[config.mk]
export PLATFORM = sky130hd
export DESIGN_NAME = hazard_control_unit_flat
export DESIGN_NICKNAME = d
export VERILOG_FILES = /design/src/rtl/hazard_control_unit_pkg.sv /design/src/rtl/hazard_control_unit_if.sv /design/src/rtl/hazard_control_unit_sat_counter.sv /design/src/rtl/hazard_control_unit.sv /design/src/flat_wrapper.sv
export SDC_FILE = /design/constraint.sdc
export NUM_CORES = 1
export LEC_CHECK = 0
export BUFFER_PORTS_ARGS = -buffer_cell sky130_fd_sc_hd__buf_4
export CORE_MARGIN = 2
export CORE_UTILIZATION = 50
export CTS_CLUSTER_DIAMETER = 60
export DETAILED_ROUTE_END_ITERATION = 12
export PLACE_DENSITY = 0.87
export SLEW_MARGIN = 5
export SYNTH_ARGS = -nofsm -noshare
export SYNTH_HDL_FRONTEND = slang
export SYNTH_SLANG_ARGS = --single-unit
[constraint.sdc]
create_clock -name clk -period 3.1 [get_ports clk]
set_clock_uncertainty 0.1 [all_clocks]
set_input_delay 0.62 -clock clk [delete_from_list [all_inputs] [get_ports clk]]
set_output_delay 0.62 -clock clk [all_outputs]
set_load 0.02 [all_outputs]
[src/rtl/hazard_control_unit_pkg.sv]
// Shared definitions for the hazard control unit.
//   state_e  : sequencer state encoding (RUN / MEM_WAIT / TRAP)
//   RegIdxW  : architectural register index width
package hazard_control_unit_pkg;

  localparam int unsigned RegIdxW = 5;

  typedef enum logic [1:0] {
    StRun     = 2'd0,
    StMemWait = 2'd1,
    StTrap    = 2'd2
  } state_e;

endpackage

[src/rtl/hazard_control_unit_if.sv]
// Bundle of pipeline hazard inputs and pipeline control outputs.
//   slave  : view used by the hazard control unit (hazard info in, controls out)
//   master : view used by the pipeline (drives hazard info, consumes controls)
interface hazard_control_unit_if #(
  parameter int unsigned CNT_W = 16
);
  import hazard_control_unit_pkg::*;

  // Hazard information from the pipeline
  logic               ID_EX_MemRead;
  logic [RegIdxW-1:0] ID_EX_RegisterRD;
  logic [RegIdxW-1:0] IF_ID_RegisterRS1;
  logic [RegIdxW-1:0] IF_ID_RegisterRS2;
  logic               IF_ID_UsesRS1;
  logic               IF_ID_UsesRS2;
  logic               BranchTaken;
  logic               EX_MEM_MemAccess;
  logic               DMemReady;

  // Pipeline controls and status
  logic               PCWrite;
  logic               IF_ID_Write;
  logic               ID_EX_Write;
  logic               EX_MEM_Write;
  logic               ID_EX_Bubble;
  logic               IF_ID_Flush;
  logic               ID_EX_Flush;
  logic               MEM_WB_Bubble;
  logic               MemTimeoutErr;
  logic [CNT_W-1:0]   StallCount;
  logic [CNT_W-1:0]   FlushCount;

  modport slave (
    input  ID_EX_MemRead, ID_EX_RegisterRD, IF_ID_RegisterRS1, IF_ID_RegisterRS2,
           IF_ID_UsesRS1, IF_ID_UsesRS2, BranchTaken, EX_MEM_MemAccess, DMemReady,
    output PCWrite, IF_ID_Write, ID_EX_Write, EX_MEM_Write, ID_EX_Bubble, IF_ID_Flush,
           ID_EX_Flush, MEM_WB_Bubble, MemTimeoutErr, StallCount, FlushCount
  );

  modport master (
    output ID_EX_MemRead, ID_EX_RegisterRD, IF_ID_RegisterRS1, IF_ID_RegisterRS2,
           IF_ID_UsesRS1, IF_ID_UsesRS2, BranchTaken, EX_MEM_MemAccess, DMemReady,
    input  PCWrite, IF_ID_Write, ID_EX_Write, EX_MEM_Write, ID_EX_Bubble, IF_ID_Flush,
           ID_EX_Flush, MEM_WB_Bubble, MemTimeoutErr, StallCount, FlushCount
  );

endinterface

[src/rtl/hazard_control_unit_sat_counter.sv]
// Saturating up-counter used for the performance counters.
//   clk_i   : clock, rising edge
//   rst_i   : asynchronous active-high reset, clears the count
//   inc_i   : add one this cycle (ignored once all-ones)
//   count_o : current count
module hazard_control_unit_sat_counter #(
  parameter int unsigned Width = 16
) (
  input  logic             clk_i,
  input  logic             rst_i,
  input  logic             inc_i,
  output logic [Width-1:0] count_o
);

  logic [Width-1:0] count_q, count_d;

  always_comb begin
    count_d = count_q;
    if (inc_i && (count_q != '1)) begin
      count_d = count_q + Width'(1);
    end
  end

  always_ff @(posedge clk_i or posedge rst_i) begin
    if (rst_i) begin
      count_q <= '0;
    end else begin
      count_q <= count_d;
    end
  end

  assign count_o = count_q;

endmodule

[src/rtl/hazard_control_unit.sv]
// Pipeline sequencer for the 5-stage core: load-use stalls, taken-branch flushes,
// data-memory wait freezes and a hung-memory trap, plus stall/flush counters.
//   clk   : core clock, rising edge
//   reset : asynchronous active-high reset
//   hcu   : hazard inputs and pipeline enables/bubbles/flushes/status (slave view)
// Control outputs are combinational from the registered state and current inputs.
module hazard_control_unit
  import hazard_control_unit_pkg::*;
#(
  parameter int unsigned MEM_TIMEOUT = 16,
  parameter int unsigned CNT_W       = 16
) (
  input logic                  clk,
  input logic                  reset,
  hazard_control_unit_if.slave hcu
);

  localparam int unsigned         WaitW     = $clog2(MEM_TIMEOUT + 1);
  localparam logic [WaitW-1:0]    WaitLimit = WaitW'(MEM_TIMEOUT);
  localparam logic [WaitW-1:0]    WaitOne   = WaitW'(1);
  // A one-cycle timeout traps straight from the first stalled access.
  localparam state_e              FirstWait = (MEM_TIMEOUT <= 1) ? StTrap : StMemWait;

  state_e           state_q, state_d;
  logic [WaitW-1:0] wait_q, wait_d;

  logic memwait, loaduse, run_eval, freeze, flush_inc, stall_inc;
  logic pc_we, ifid_we, idex_we, exmem_we;
  logic idex_bub, ifid_fl, idex_fl, memwb_bub;

  assign memwait = hcu.EX_MEM_MemAccess & ~hcu.DMemReady;
  assign loaduse = hcu.ID_EX_MemRead && (hcu.ID_EX_RegisterRD != '0) &&
                   (((hcu.ID_EX_RegisterRD == hcu.IF_ID_RegisterRS1) && hcu.IF_ID_UsesRS1) ||
                    ((hcu.ID_EX_RegisterRD == hcu.IF_ID_RegisterRS2) && hcu.IF_ID_UsesRS2));

  always_comb begin
    pc_we     = 1'b1;
    ifid_we   = 1'b1;
    idex_we   = 1'b1;
    exmem_we  = 1'b1;
    idex_bub  = 1'b0;
    ifid_fl   = 1'b0;
    idex_fl   = 1'b0;
    memwb_bub = 1'b0;
    state_d   = state_q;
    wait_d    = wait_q;
    run_eval  = 1'b0;
    freeze    = 1'b0;
    flush_inc = 1'b0;

    unique case (state_q)
      StRun: run_eval = 1'b1;
      StMemWait: begin
        if (hcu.DMemReady) begin
          // Access completes: act on whatever hazard was held during the wait.
          run_eval = 1'b1;
          state_d  = StRun;
          wait_d   = '0;
        end else begin
          freeze = 1'b1;
          wait_d = wait_q + WaitOne;
          if (wait_d >= WaitLimit) begin
            state_d = StTrap;
          end
        end
      end
      StTrap:  freeze = 1'b1;
      default: state_d = StRun;
    endcase

    if (run_eval) begin
      if (memwait) begin
        freeze  = 1'b1;
        state_d = FirstWait;
        wait_d  = WaitOne;
      end else if (hcu.BranchTaken) begin
        // Branch wins over load-use: the stalled instruction is squashed anyway.
        ifid_fl   = 1'b1;
        idex_fl   = 1'b1;
        flush_inc = 1'b1;
      end else if (loaduse) begin
        pc_we    = 1'b0;
        ifid_we  = 1'b0;
        idex_bub = 1'b1;
      end
    end

    if (freeze) begin
      pc_we     = 1'b0;
      ifid_we   = 1'b0;
      idex_we   = 1'b0;
      exmem_we  = 1'b0;
      memwb_bub = 1'b1;
    end

    if (reset) begin
      pc_we     = 1'b0;
      ifid_we   = 1'b0;
      idex_we   = 1'b0;
      exmem_we  = 1'b0;
      idex_bub  = 1'b0;
      ifid_fl   = 1'b0;
      idex_fl   = 1'b0;
      memwb_bub = 1'b0;
    end
  end

  always_ff @(posedge clk or posedge reset) begin
    if (reset) begin
      state_q <= StRun;
      wait_q  <= '0;
    end else begin
      state_q <= state_d;
      wait_q  <= wait_d;
    end
  end

  assign stall_inc = ~pc_we & ~reset;

  logic [CNT_W-1:0] stall_count, flush_count;

  hazard_control_unit_sat_counter #(
    .Width(CNT_W)
  ) u_stall_cnt (
    .clk_i  (clk),
    .rst_i  (reset),
    .inc_i  (stall_inc),
    .count_o(stall_count)
  );

  hazard_control_unit_sat_counter #(
    .Width(CNT_W)
  ) u_flush_cnt (
    .clk_i  (clk),
    .rst_i  (reset),
    .inc_i  (flush_inc),
    .count_o(flush_count)
  );

  assign hcu.PCWrite       = pc_we;
  assign hcu.IF_ID_Write   = ifid_we;
  assign hcu.ID_EX_Write   = idex_we;
  assign hcu.EX_MEM_Write  = exmem_we;
  assign hcu.ID_EX_Bubble  = idex_bub;
  assign hcu.IF_ID_Flush   = ifid_fl;
  assign hcu.ID_EX_Flush   = idex_fl;
  assign hcu.MEM_WB_Bubble = memwb_bub;
  assign hcu.MemTimeoutErr = (state_q == StTrap);
  assign hcu.StallCount    = stall_count;
  assign hcu.FlushCount    = flush_count;

endmodule

[src/flat_wrapper.sv]
// flat-port wrapper written by rule: the top's interface ports become plain ports
module hazard_control_unit_flat import hazard_control_unit_pkg::*;
#(
  parameter int unsigned MEM_TIMEOUT = 16,
  parameter int unsigned CNT_W       = 16
)
  (clk, reset, hcu_ID_EX_MemRead, hcu_ID_EX_RegisterRD, hcu_IF_ID_RegisterRS1, hcu_IF_ID_RegisterRS2, hcu_IF_ID_UsesRS1, hcu_IF_ID_UsesRS2, hcu_BranchTaken, hcu_EX_MEM_MemAccess, hcu_DMemReady, hcu_PCWrite, hcu_IF_ID_Write, hcu_ID_EX_Write, hcu_EX_MEM_Write, hcu_ID_EX_Bubble, hcu_IF_ID_Flush, hcu_ID_EX_Flush, hcu_MEM_WB_Bubble, hcu_MemTimeoutErr, hcu_StallCount, hcu_FlushCount);
  hazard_control_unit_if #(.CNT_W(CNT_W)) hcu_i ();
  input logic clk;
  input logic reset;
  input wire logic [$bits(hcu_i.ID_EX_MemRead)-1:0] hcu_ID_EX_MemRead;
  input wire logic [$bits(hcu_i.ID_EX_RegisterRD)-1:0] hcu_ID_EX_RegisterRD;
  input wire logic [$bits(hcu_i.IF_ID_RegisterRS1)-1:0] hcu_IF_ID_RegisterRS1;
  input wire logic [$bits(hcu_i.IF_ID_RegisterRS2)-1:0] hcu_IF_ID_RegisterRS2;
  input wire logic [$bits(hcu_i.IF_ID_UsesRS1)-1:0] hcu_IF_ID_UsesRS1;
  input wire logic [$bits(hcu_i.IF_ID_UsesRS2)-1:0] hcu_IF_ID_UsesRS2;
  input wire logic [$bits(hcu_i.BranchTaken)-1:0] hcu_BranchTaken;
  input wire logic [$bits(hcu_i.EX_MEM_MemAccess)-1:0] hcu_EX_MEM_MemAccess;
  input wire logic [$bits(hcu_i.DMemReady)-1:0] hcu_DMemReady;
  output wire logic [$bits(hcu_i.PCWrite)-1:0] hcu_PCWrite;
  output wire logic [$bits(hcu_i.IF_ID_Write)-1:0] hcu_IF_ID_Write;
  output wire logic [$bits(hcu_i.ID_EX_Write)-1:0] hcu_ID_EX_Write;
  output wire logic [$bits(hcu_i.EX_MEM_Write)-1:0] hcu_EX_MEM_Write;
  output wire logic [$bits(hcu_i.ID_EX_Bubble)-1:0] hcu_ID_EX_Bubble;
  output wire logic [$bits(hcu_i.IF_ID_Flush)-1:0] hcu_IF_ID_Flush;
  output wire logic [$bits(hcu_i.ID_EX_Flush)-1:0] hcu_ID_EX_Flush;
  output wire logic [$bits(hcu_i.MEM_WB_Bubble)-1:0] hcu_MEM_WB_Bubble;
  output wire logic [$bits(hcu_i.MemTimeoutErr)-1:0] hcu_MemTimeoutErr;
  output wire logic [$bits(hcu_i.StallCount)-1:0] hcu_StallCount;
  output wire logic [$bits(hcu_i.FlushCount)-1:0] hcu_FlushCount;
  assign hcu_i.ID_EX_MemRead = hcu_ID_EX_MemRead;
  assign hcu_i.ID_EX_RegisterRD = hcu_ID_EX_RegisterRD;
  assign hcu_i.IF_ID_RegisterRS1 = hcu_IF_ID_RegisterRS1;
  assign hcu_i.IF_ID_RegisterRS2 = hcu_IF_ID_RegisterRS2;
  assign hcu_i.IF_ID_UsesRS1 = hcu_IF_ID_UsesRS1;
  assign hcu_i.IF_ID_UsesRS2 = hcu_IF_ID_UsesRS2;
  assign hcu_i.BranchTaken = hcu_BranchTaken;
  assign hcu_i.EX_MEM_MemAccess = hcu_EX_MEM_MemAccess;
  assign hcu_i.DMemReady = hcu_DMemReady;
  assign hcu_PCWrite = hcu_i.PCWrite;
  assign hcu_IF_ID_Write = hcu_i.IF_ID_Write;
  assign hcu_ID_EX_Write = hcu_i.ID_EX_Write;
  assign hcu_EX_MEM_Write = hcu_i.EX_MEM_Write;
  assign hcu_ID_EX_Bubble = hcu_i.ID_EX_Bubble;
  assign hcu_IF_ID_Flush = hcu_i.IF_ID_Flush;
  assign hcu_ID_EX_Flush = hcu_i.ID_EX_Flush;
  assign hcu_MEM_WB_Bubble = hcu_i.MEM_WB_Bubble;
  assign hcu_MemTimeoutErr = hcu_i.MemTimeoutErr;
  assign hcu_StallCount = hcu_i.StallCount;
  assign hcu_FlushCount = hcu_i.FlushCount;
  hazard_control_unit #(.MEM_TIMEOUT(MEM_TIMEOUT), .CNT_W(CNT_W)) u_core (.clk(clk), .reset(reset), .hcu(hcu_i));
endmodule
==> impl_metrics.py, run 1 <==
metrics = {
    "run_status": {
        "status": "finished, final reports clean",
    },
    "route": {
        "drc": 0,
        "via_per_inst": 5.15,
        "dr_total_vias": 1736,
        "wl_per_cell_um": 13.2,
        "final_antenna_net_count": 0,
        "drtIter0Drc": 112,
        "wirelength_um": 4460,
        "first_pass_iters": 5,
    },
    "clock_network": {
        "htreeDepth": 2,
        "ctsHoldBuffers": 0,
        "cts_max_path_buffers": 2,
        "clock_latency_ps": 290,
        "clock-sinks": 39,
        "cts-resized-gates": 0,
        "cts_tree": "yes",
        "numCtsBuffers": 5,
        "clkTransAtPathRegs_ps": 80,
        "cts_post_setup_buffers_inserted": 0,
        "cts_root_buf": "clkbuf_8",
    },
    "finish": {
        "fin_nets": 314,
        "mostFrequentLayoutCell": "buf_4",
        "fin_util_pct": 65.2,
        "area_growth_pct": 27.4,
        "fillerInstances": 355,
        "antenna-diode-count": 0,
        "drive_above_1_share_pct": 30.2,
        "mostFrequentLayoutCells": "buf_4, dfrtp_1, xnor2_1",
    },
    "job": {
        "max-cap-violations": 0,
    },
    "placement": {
        "numPortBuffers": 63,
        "hpwlAfterDp_um": 3430,
        "gp_congestion": 0.790,
    },
    "grt": {
        "antenna_found_initial": 0,
        "overflow": 0,
        "grt_pass1_wl_um": 7830,
        "grt_start_max_net_pins": 40,
        "grt_usage_pct": 20.2,
        "grt_pass1_vias": 1730,
    },
    "die": {
        "row_count": 24,
        "dieArea_um2": 4910,
        "die_w_um": 70.0,
        "fp.dieH_um": 70.0,
        "core_area_um2": 4260,
        "initial_core_util_pct": 51.1,
        "boundaryPins": 64,
    },
    "synth": {
        "ys_seq_area_share_pct": 44.8,
        "synthArstFlopShare_pct": 100,
        "synth_edf_count": 0,
        "synth_cell_types": 39,
        "synthTopCellsByArea": "dfrtp_1, xnor2_1, xor2_1",
        "syn_avg_cell_area_um2": 9.96,
        "syn-instance-count": 219,
        "yosys_warnings": 0,
        "synthFlopType": "dfrtp_1",
        "yosysTopAreaCellShare_pct": 44.8,
        "yosys.area.top_type": "dfrtp_1",
        "ys_ff_latch": 39,
        "syn_area_um2": 2180,
        "synth_nets": 249,
    },
    "timing": {
        "finalHoldViolCount": 0,
        "fmax_ghz": 0.346,
        "slew_headroom_pct": 61.0,
        "period_needed_ps": 2890,
        "fin_crit_sh_pct": 93.2,
        "setup_viol": 0,
        "tightest_slew_ps": 580,
        "setup_tns_ps": 0,
        "rsz0062_at_grt": "false",
        "drv_slew": 0,
    },
    "worst_setup_path": {
        "critPathLaunchType": "register",
        "path_class": "register to primary output",
        "cp_max_fo": 9,
        "cp.arrival_ps": 2170,
        "cp.required_ps": 2380,
        "cp-end-kind": "primary output",
    },
    "power_and_ir_drop": {
        "vdd_drop_max_v": 0.000247,
        "power.leakage_uw": 0.00139,
        "power_density_nw_per_um2": 465,
    },
    "worst_hold_path": {
        "hold_path_class": "input pin to async pin",
    },
}
[registers in the layout, summed over array words and instances (netlist names)]
name,cells
u_core.u_flush_cnt.count_o,16
u_core.state_q,2
u_core.u_stall_cnt.count_o,16
u_core.wait_q,5
[cell families (layout without fill, tap and decap cells)]
group / Yosys count / after routing / share of synthesized area (%)
fa+ha+maj: 7 / 7 / 4.02
simple gates: 89 / 89 / 21.0
flops: 39 / 39 / 44.8
xor+xnor: 41 / 41 / 16.5
mux: 3 / 3 / 1.55
compound gates: 19 / 19 / 7.46
buf+inv: 21 / 87 / 4.76
[critical path, cell delays in order, from the launching register on]
cell and delay [ps]:
dfrtp_1 400, inv_1 90, ha_1 290, and2b_1 260, o21ai_2 180, nand2_1 150, a211oi_1 290, buf_4 210
[worst paths after layout]
path / startpoint / end / slack (ps) / depth (start not counted)
setup / recovery: u_core.state_q[1] / hcu_PCWrite / 210 / 7
hold / removal: reset / u_core.state_q[1] / 400 / 3
setup reg to reg: u_core.state_q[1] / u_core.u_stall_cnt.count_o[1] / 640 / 7
hold reg to reg: u_core.u_stall_cnt.count_o[9] / u_core.u_stall_cnt.count_o[9] / 410 / 1
max in group asynchronous: reset / u_core.u_flush_cnt.count_o[10] / 2160 / 3
min in group clk: u_core.u_stall_cnt.count_o[9] / u_core.u_stall_cnt.count_o[9] / 410 / 1
[power breakdown]
| group | switching, uW | internal, uW | leakage (uW) |
|---|---|---|---|
| Clock | 174 | 203 | 0.0000515 |
| Sequential | 61.8 | 559 | 0.000477 |
| Combinational | 156 | 139 | 0.000866 |
[cells in the mapped netlist (2+ instances only)]
library cell	n
nor2_1	22
nand3_1	10
dfrtp_1	39
xnor2_1	24
buf_2	2
nand2_1	19
or2_2	3
inv_1	15
buf_4	3
xor2_1	17
nor4_1	2
mux2_2	3
ha_1	7
nor3_1	11
nor3_2	2
o22ai_1	2
nor2b_1	3
a21oi_1	7
or4_1	2
nand4_1	7
[through the flow]
stage	setup slack [ps]	instances	hold slack [ps]	instance area, um^2	total power (uW)
2_1_floorplan	92.6	219	426	2180	791
3_3_place_gp	318	329	380	2680	917
3_5_place_dp	305	329	392	2680	928
4_1_cts	219	337	413	2780	1300
5_1_grt	64.8	337	424	2780	1360
6_report	212	337	403	2780	1290
[metal layers]
metal,global-route usage (%),part of all wire (%),vias up
li1,-,-,864
met1,24.8,43,807
met2,34.5,49,58
met3,4.62,5.6,7
met4,7.69,2.2,0
met5,0,0,-
[final cells by class]
cell class / count / area (um^2) / area share, %
flip-flops and latches: 39 / 976 / 35.1
inverters: 15 / 56.3 / 2.03
repair buffers: 64 / 480 / 17.3
clock buffers: 8 / 100 / 3.60
multi-input cells: 159 / 1100 / 39.6
well taps: 52 / 65.1 / 2.34
Note: power is estimated with default switching activity, not from simulation.
==> inputs of run 2 (changes only) <==
--- a/config.mk
+++ b/config.mk
@@ -10,8 +10,9 @@
 export CORE_UTILIZATION = 50
 export CTS_CLUSTER_DIAMETER = 60
 export DETAILED_ROUTE_END_ITERATION = 12
-export PLACE_DENSITY = 0.87
+export PLACE_DENSITY = 0.86
 export SLEW_MARGIN = 5
 export SYNTH_ARGS = -nofsm -noshare
 export SYNTH_HDL_FRONTEND = slang
+export SYNTH_HIERARCHICAL = 1
 export SYNTH_SLANG_ARGS = --single-unit
==> impl_metrics.py, run 2 <==
metrics = {
    "run_status": {
        "status": "finished, final reports clean",
    },
    "timing": {
        "setup_viol": 0,
        "tightest_slew_ps": 602,
        "finalHoldViolCount": 0,
        "setup_tns_ps": 0,
        "rsz0062_at_grt": "false",
        "drv_slew": 0,
        "period_needed_ps": 2860,
        "fmax_ghz": 0.349,
        "fin_crit_sh_pct": 92.4,
        "finalWorstSetupSlack_ps": 236,
        "slew_headroom_pct": 59.8,
    },
    "worst_setup_path": {
        "critPathLaunchType": "register",
        "path_buf_inv": 2,
        "crit_family": "simple AND/OR/NAND/NOR gates",
        "slowest_delay_ps": 500,
        "path_class": "register to register",
        "slowest_stage": "or4_1",
        "cp.required_ps": 3180,
        "cp.arrival_ps": 2940,
        "path_cells": "inv_1 -> ha_1 -> o21a_1 -> a21oi_1 -> or4_1 -> o21bai_1 -> buf_4 -> nand3_1 -> nor4_4 -> nand4_1 -> xnor2_1",
        "cp_max_fo": 7,
        "cp-end-kind": "register",
    },
    "grt": {
        "grt_usage_pct": 21.0,
        "grt_use_met3_pct": 4.58,
        "grt_start_max_net_pins": 17,
        "grt_pass1_wl_um": 8730,
        "overflow": 0,
        "met2_usage_pct": 37.0,
        "antenna_found_initial": 0,
        "top_usage_layer": "met2",
        "gr-usage-met1_pct": 25.5,
        "grt_pass1_vias": 1992,
    },
    "synth": {
        "syn_area_um2": 2330,
        "synth_nets": 260,
        "yosysTopAreaCellShare_pct": 41.9,
        "synthArstFlopShare_pct": 100,
        "yosys.area.top_type": "dfrtp_1",
        "synthAdderAreaFrac_pct": 3.76,
        "yosys.area_share.simple_pct": 28.2,
        "synth_cell_types": 43,
        "synth.area.mux_share_pct": 3.27,
        "synthFlopType": "dfrtp_1",
        "ys_seq_area_share_pct": 41.9,
        "synth_xor_area_share_pct": 12.4,
        "synth_most_common_cell": "dfrtp_1",
        "syn-instance-count": 230,
        "synth_top_family_by_area": "simple AND/OR/NAND/NOR gates",
        "synthTopCellsByArea": "dfrtp_1, xnor2_1, ha_1",
        "synthTopCellsByCount": "dfrtp_1, xnor2_1, nand2_1",
        "ys_ff_latch": 39,
        "synth_edf_count": 0,
        "syn_avg_cell_area_um2": 10.1,
        "yosys_warnings": 6,
        "synth_compound_area_share_pct": 7.78,
    },
    "worst_hold_path": {
        "hold_path_class": "input pin to async pin",
    },
    "clock_network": {
        "cts_max_path_buffers": 2,
        "cts_tree": "yes",
        "clock_latency_ps": 290,
        "htreeDepth": 2,
        "clkTransAtPathRegs_ps": 80,
        "ctsHoldBuffers": 0,
        "cts-resized-gates": 0,
        "numCtsBuffers": 5,
        "clock-sinks": 39,
        "cts_root_buf": "clkbuf_8",
        "cts_post_setup_buffers_inserted": 0,
    },
    "die": {
        "row_count": 24,
        "core_area_um2": 4410,
        "boundaryPins": 64,
        "die_w_um": 72.3,
        "fp.dieH_um": 72.3,
        "initial_core_util_pct": 52.8,
        "dieArea_um2": 5220,
    },
    "placement": {
        "place_inst": 343,
        "gp_congestion": 0.827,
        "numPortBuffers": 63,
        "place_ws_ps": 333,
        "hpwlAfterDp_um": 3900,
    },
    "finish": {
        "drive_above_1_share_pct": 30.8,
        "antenna-diode-count": 0,
        "final_cells": 351,
        "area_growth_pct": 26.9,
        "fin_nets": 328,
        "mostFrequentLayoutCells": "buf_4, dfrtp_1, xnor2_1",
        "mostFrequentLayoutCell": "buf_4",
    },
    "power_and_ir_drop": {
        "vdd_drop_max_v": 0.000380,
        "power_density_nw_per_um2": 577,
        "power.leakage_uw": 0.00143,
        "power_uw": 1710,
    },
    "job": {
        "max-cap-violations": 0,
    },
    "route": {
        "wl_per_cell_um": 15.0,
        "first_pass_iters": 4,
        "wirelength_um": 5250,
        "drc": 0,
        "final_antenna_net_count": 0,
        "via_per_inst": 5.55,
        "drtIter0Drc": 107,
        "dr_total_vias": 1948,
    },
}
run 2: cell count changes in the layout (fill, tap and decap cells not counted), moves of 4 or more:
| cell | previous run | this run |
|---|---|---|
| nor2_1 | 22 | 12 |
| nor3_1 | 11 | 1 |
| and3_1 | 1 | 9 |
| xor2_1 | 17 | 9 |
| inv_1 | 15 | 8 |
| nand3_1 | 10 | 16 |
| and4_1 | 1 | 6 |
| and2_1 | 1 | 5 |
| nand2b_1 | 1 | 5 |
run 2: power breakdown:
group          switching, uW  internal, uW
registers                128           595
clock network            169           203
logic                    336           277
total                    632          1080
run 2: layout make-up:
class / instances / area [um^2]
Clock buffer: 8 / 100
Inverter: 8 / 30.0
Multi-Input combinational cell: 178 / 1290
Timing Repair Buffer: 66 / 495
Tap cell: 52 / 65.1
Fill cell: 349 / 1460
Sequential cell: 39 / 976
run 2: logic make-up (layout without fill, tap and decap cells):
kind of cell,after synthesis,after routing
AOI/OAI and AO/OA,27,27
xor gates and xnor gates,33,33
adders and majority gates,7,7
buffers and inverters,13,82
DFF,39,39
muxes,7,7
and+or+nand+nor,104,104
run 2: routing by layer:
layer / vias to the layer above / share of wire, %
met1: 947 / 45
li1: 961 / -
met2: 38 / 51
met3: 2 / 3.6
met5: - / 0
met4: 0 / 0.48
run 2: worst min-delay path: cells and delay by family:
| family | cells | cell delay [ps] |
|---|---|---|
| buf+inv | 3 | 340 |
run 2: path summary, 6_finish.rpt:
kind | startpoint | end | slack [ps] | depth (start not counted)
max in group asynchronous | reset | u_core/u_stall_cnt/count_o[10] | 2180 | 2
min in group clk | u_core/u_stall_cnt/count_o[15] | u_core/u_stall_cnt/count_o[15] | 430 | 1
worst min register to register | u_core/u_stall_cnt/count_o[15] | u_core/u_stall_cnt/count_o[15] | 430 | 1
worst min-delay path | reset | u_core/wait_q[3] | 230 | 3
worst max register to register | u_core/state_q[0] | u_core/u_stall_cnt/count_o[15] | 240 | 11
worst max-delay path | u_core/state_q[0] | u_core/u_stall_cnt/count_o[15] | 240 | 11
run 2: stage by stage:
stage	hold slack (ps)	util, %	cell area [um^2]
finish	228	67.0	2960
global route	236	67.0	2960
CTS	225	67.0	2960
detailed placement	423	64.8	2860
global placement	398	64.8	2860
floorplan	334	-	2330
==> inputs of run 3 (changes only) <==
--- a/config.mk
+++ b/config.mk
@@ -11,6 +11,7 @@
 export CTS_CLUSTER_DIAMETER = 60
 export DETAILED_ROUTE_END_ITERATION = 12
 export PLACE_DENSITY = 0.86
+export REMOVE_ABC_BUFFERS = 1
 export SLEW_MARGIN = 5
 export SYNTH_ARGS = -nofsm -noshare
 export SYNTH_HDL_FRONTEND = slang
==> impl_metrics.py, run 3 (same netlist as run 2, synthesis figures left out) <==
metrics = {
    "run_status": {
        "status": "finished, final reports clean",
    },
    "placement": {
        "place_area_um2": 2850,
        "gp_congestion": 0.836,
        "hpwlAfterDp_um": 4080,
        "place_inst": 342,
        "numPortBuffers": 63,
    },
    "power_and_ir_drop": {
        "clkPwrFrac_pct": 20.1,
        "power_density_nw_per_um2": 571,
        "seqPwrFrac_pct": 43.1,
        "power_frac_comb_pct": 36.8,
        "vdd_drop_max_v": 0.000415,
        "intPower_uw": 1030,
        "power.leakage_uw": 0.00142,
        "power.net_switching_uw": 649,
        "swShare_pct": 38.7,
    },
    "route": {
        "final_antenna_net_count": 0,
        "dr_total_vias": 2007,
        "wirelength_um": 5310,
        "drc": 0,
        "drtIter0Drc": 111,
        "wl_per_cell_um": 15.2,
        "via_per_inst": 5.73,
        "first_pass_iters": 4,
    },
    "die": {
        "fp.dieH_um": 72.3,
        "row_count": 24,
        "dieArea_um2": 5220,
        "boundaryPins": 64,
        "die_w_um": 72.3,
        "initial_core_util_pct": 52.8,
        "core_area_um2": 4410,
    },
    "worst_setup_path": {
        "path_cells": "inv_1 -> ha_1 -> o21a_1 -> a21oi_1 -> or4_1 -> o21bai_2 -> and4_1 -> nand3_1 -> nor2_1 -> mux2_2",
        "slowest_delay_ps": 520,
        "cp.required_ps": 3180,
        "cp_max_fo": 7,
        "path_buf_inv": 1,
        "path_class": "register to register",
        "cp-end-kind": "register",
        "critPathLaunchType": "register",
        "slowest_stage": "or4_1",
        "cp.arrival_ps": 2980,
        "crit_family": "simple AND/OR/NAND/NOR gates",
    },
    "clock_network": {
        "clkTransAtPathRegs_ps": 80,
        "htreeDepth": 2,
        "cts_tree": "yes",
        "clock-sinks": 39,
        "cts_root_buf": "clkbuf_8",
        "cts_post_setup_buffers_inserted": 0,
        "numCtsBuffers": 5,
        "clock_latency_ps": 290,
        "cts_max_path_buffers": 2,
    },
    "finish": {
        "final_cells": 350,
        "area_growth_pct": 26.1,
        "mostFrequentLayoutCells": "buf_4, dfrtp_1, xnor2_1",
        "fin_util_pct": 66.6,
        "finish.instance_area_um2": 2940,
        "mostFrequentLayoutCell": "buf_4",
        "antenna-diode-count": 0,
        "drive_above_1_share_pct": 30.9,
        "fin_nets": 327,
        "fillerInstances": 341,
    },
    "grt": {
        "top_usage_layer": "met2",
        "overflow": 0,
        "gr-usage-met1_pct": 26.2,
        "grt_pass1_wl_um": 8740,
        "met2_usage_pct": 35.5,
        "grt_usage_pct": 21.3,
        "antenna_found_initial": 0,
        "grt_start_max_net_pins": 17,
        "grt_use_met3_pct": 5.69,
        "grt_pass1_vias": 1965,
    },
    "timing": {
        "rsz0062_at_grt": "false",
        "drv_slew": 0,
        "period_needed_ps": 2890,
        "setup_viol": 0,
        "setup_tns_ps": 0,
        "timing.hold.ws_ps": 247,
        "fin_crit_sh_pct": 93.3,
        "finalHoldViolCount": 0,
        "tightest_slew_ps": 622,
        "fmax_ghz": 0.346,
        "slew_headroom_pct": 58.5,
    },
    "worst_hold_path": {
        "hold_path_class": "input pin to async pin",
    },
    "job": {
        "max-cap-violations": 0,
    },
}
[run 3: changes by cell type in the layout (fill, tap and decap cells not counted)]
cell        delta
clkbuf_8       -2
buf_4          -1
clkinv_2       +1
clkinvlp_4     +1
o21bai_1       -1
o21bai_2       +1
[run 3: per-stage QoR]
step	worst slack, ps	power [uW]
3_5_place_dp	116	1350
5_1_grt	21.0	1770
6_report	209	1680
2_1_floorplan	303	1080
4_1_cts	109	1690
3_3_place_gp	209	1320
[run 3: layout make-up]
| type | instances | area, um^2 | area share, % |
|---|---|---|---|
| sequential | 39 | 976 | 33.2 |
| tap | 52 | 65.1 | 2.21 |
| clock buffer | 6 | 72.6 | 2.47 |
| inverter | 8 | 30.0 | 1.02 |
| multi-input combinational | 178 | 1300 | 44.1 |
| clock inverter | 2 | 12.5 | 0.426 |
| timing repair buffer | 65 | 488 | 16.6 |
[run 3: tightest hold or removal path, stage by stage]
cell and delay (ps):
buf_4 130, inv_1 60, buf_4 170
[run 3: layer usage]
layer / part of all wire, % / vias to the layer above
met2: 50 / 56
met4: 2.0 / 0
met3: 4.6 / 14
met1: 43 / 978
met5: 0 / -
li1: - / 959
[run 3: final timing paths]
kind	startpoint	to	slack, ps	cells after the start
max	u_core/state_q[1]	u_core/u_stall_cnt/count_o[14]	210	10
max in group asynchronous	reset	u_core/u_flush_cnt/count_o[11]	2150	2
max reg2reg	u_core/state_q[1]	u_core/u_stall_cnt/count_o[14]	210	10
min	reset	u_core/wait_q[1]	250	3
min in group clk	u_core/u_flush_cnt/count_o[15]	u_core/u_flush_cnt/count_o[15]	420	1
min reg2reg	u_core/u_flush_cnt/count_o[15]	u_core/u_flush_cnt/count_o[15]	420	1
[run 3: what timing repair did]
item                                    4_1_cts  5_1_grt
hold buffers                                  0        0
endpoints found under the setup margin        0        4
gates resized for setup                       0        1
[run 3: power groups by stage]
stage | registers (uW) | clock network [uW] | logic [uW]
3_3_place_gp | 726 | 0 | 589
6_report | 725 | 337 | 618
4_1_cts | 723 | 345 | 618
2_1_floorplan | 777 | 0 | 308
5_1_grt | 743 | 365 | 667
3_5_place_dp | 731 | 0 | 617
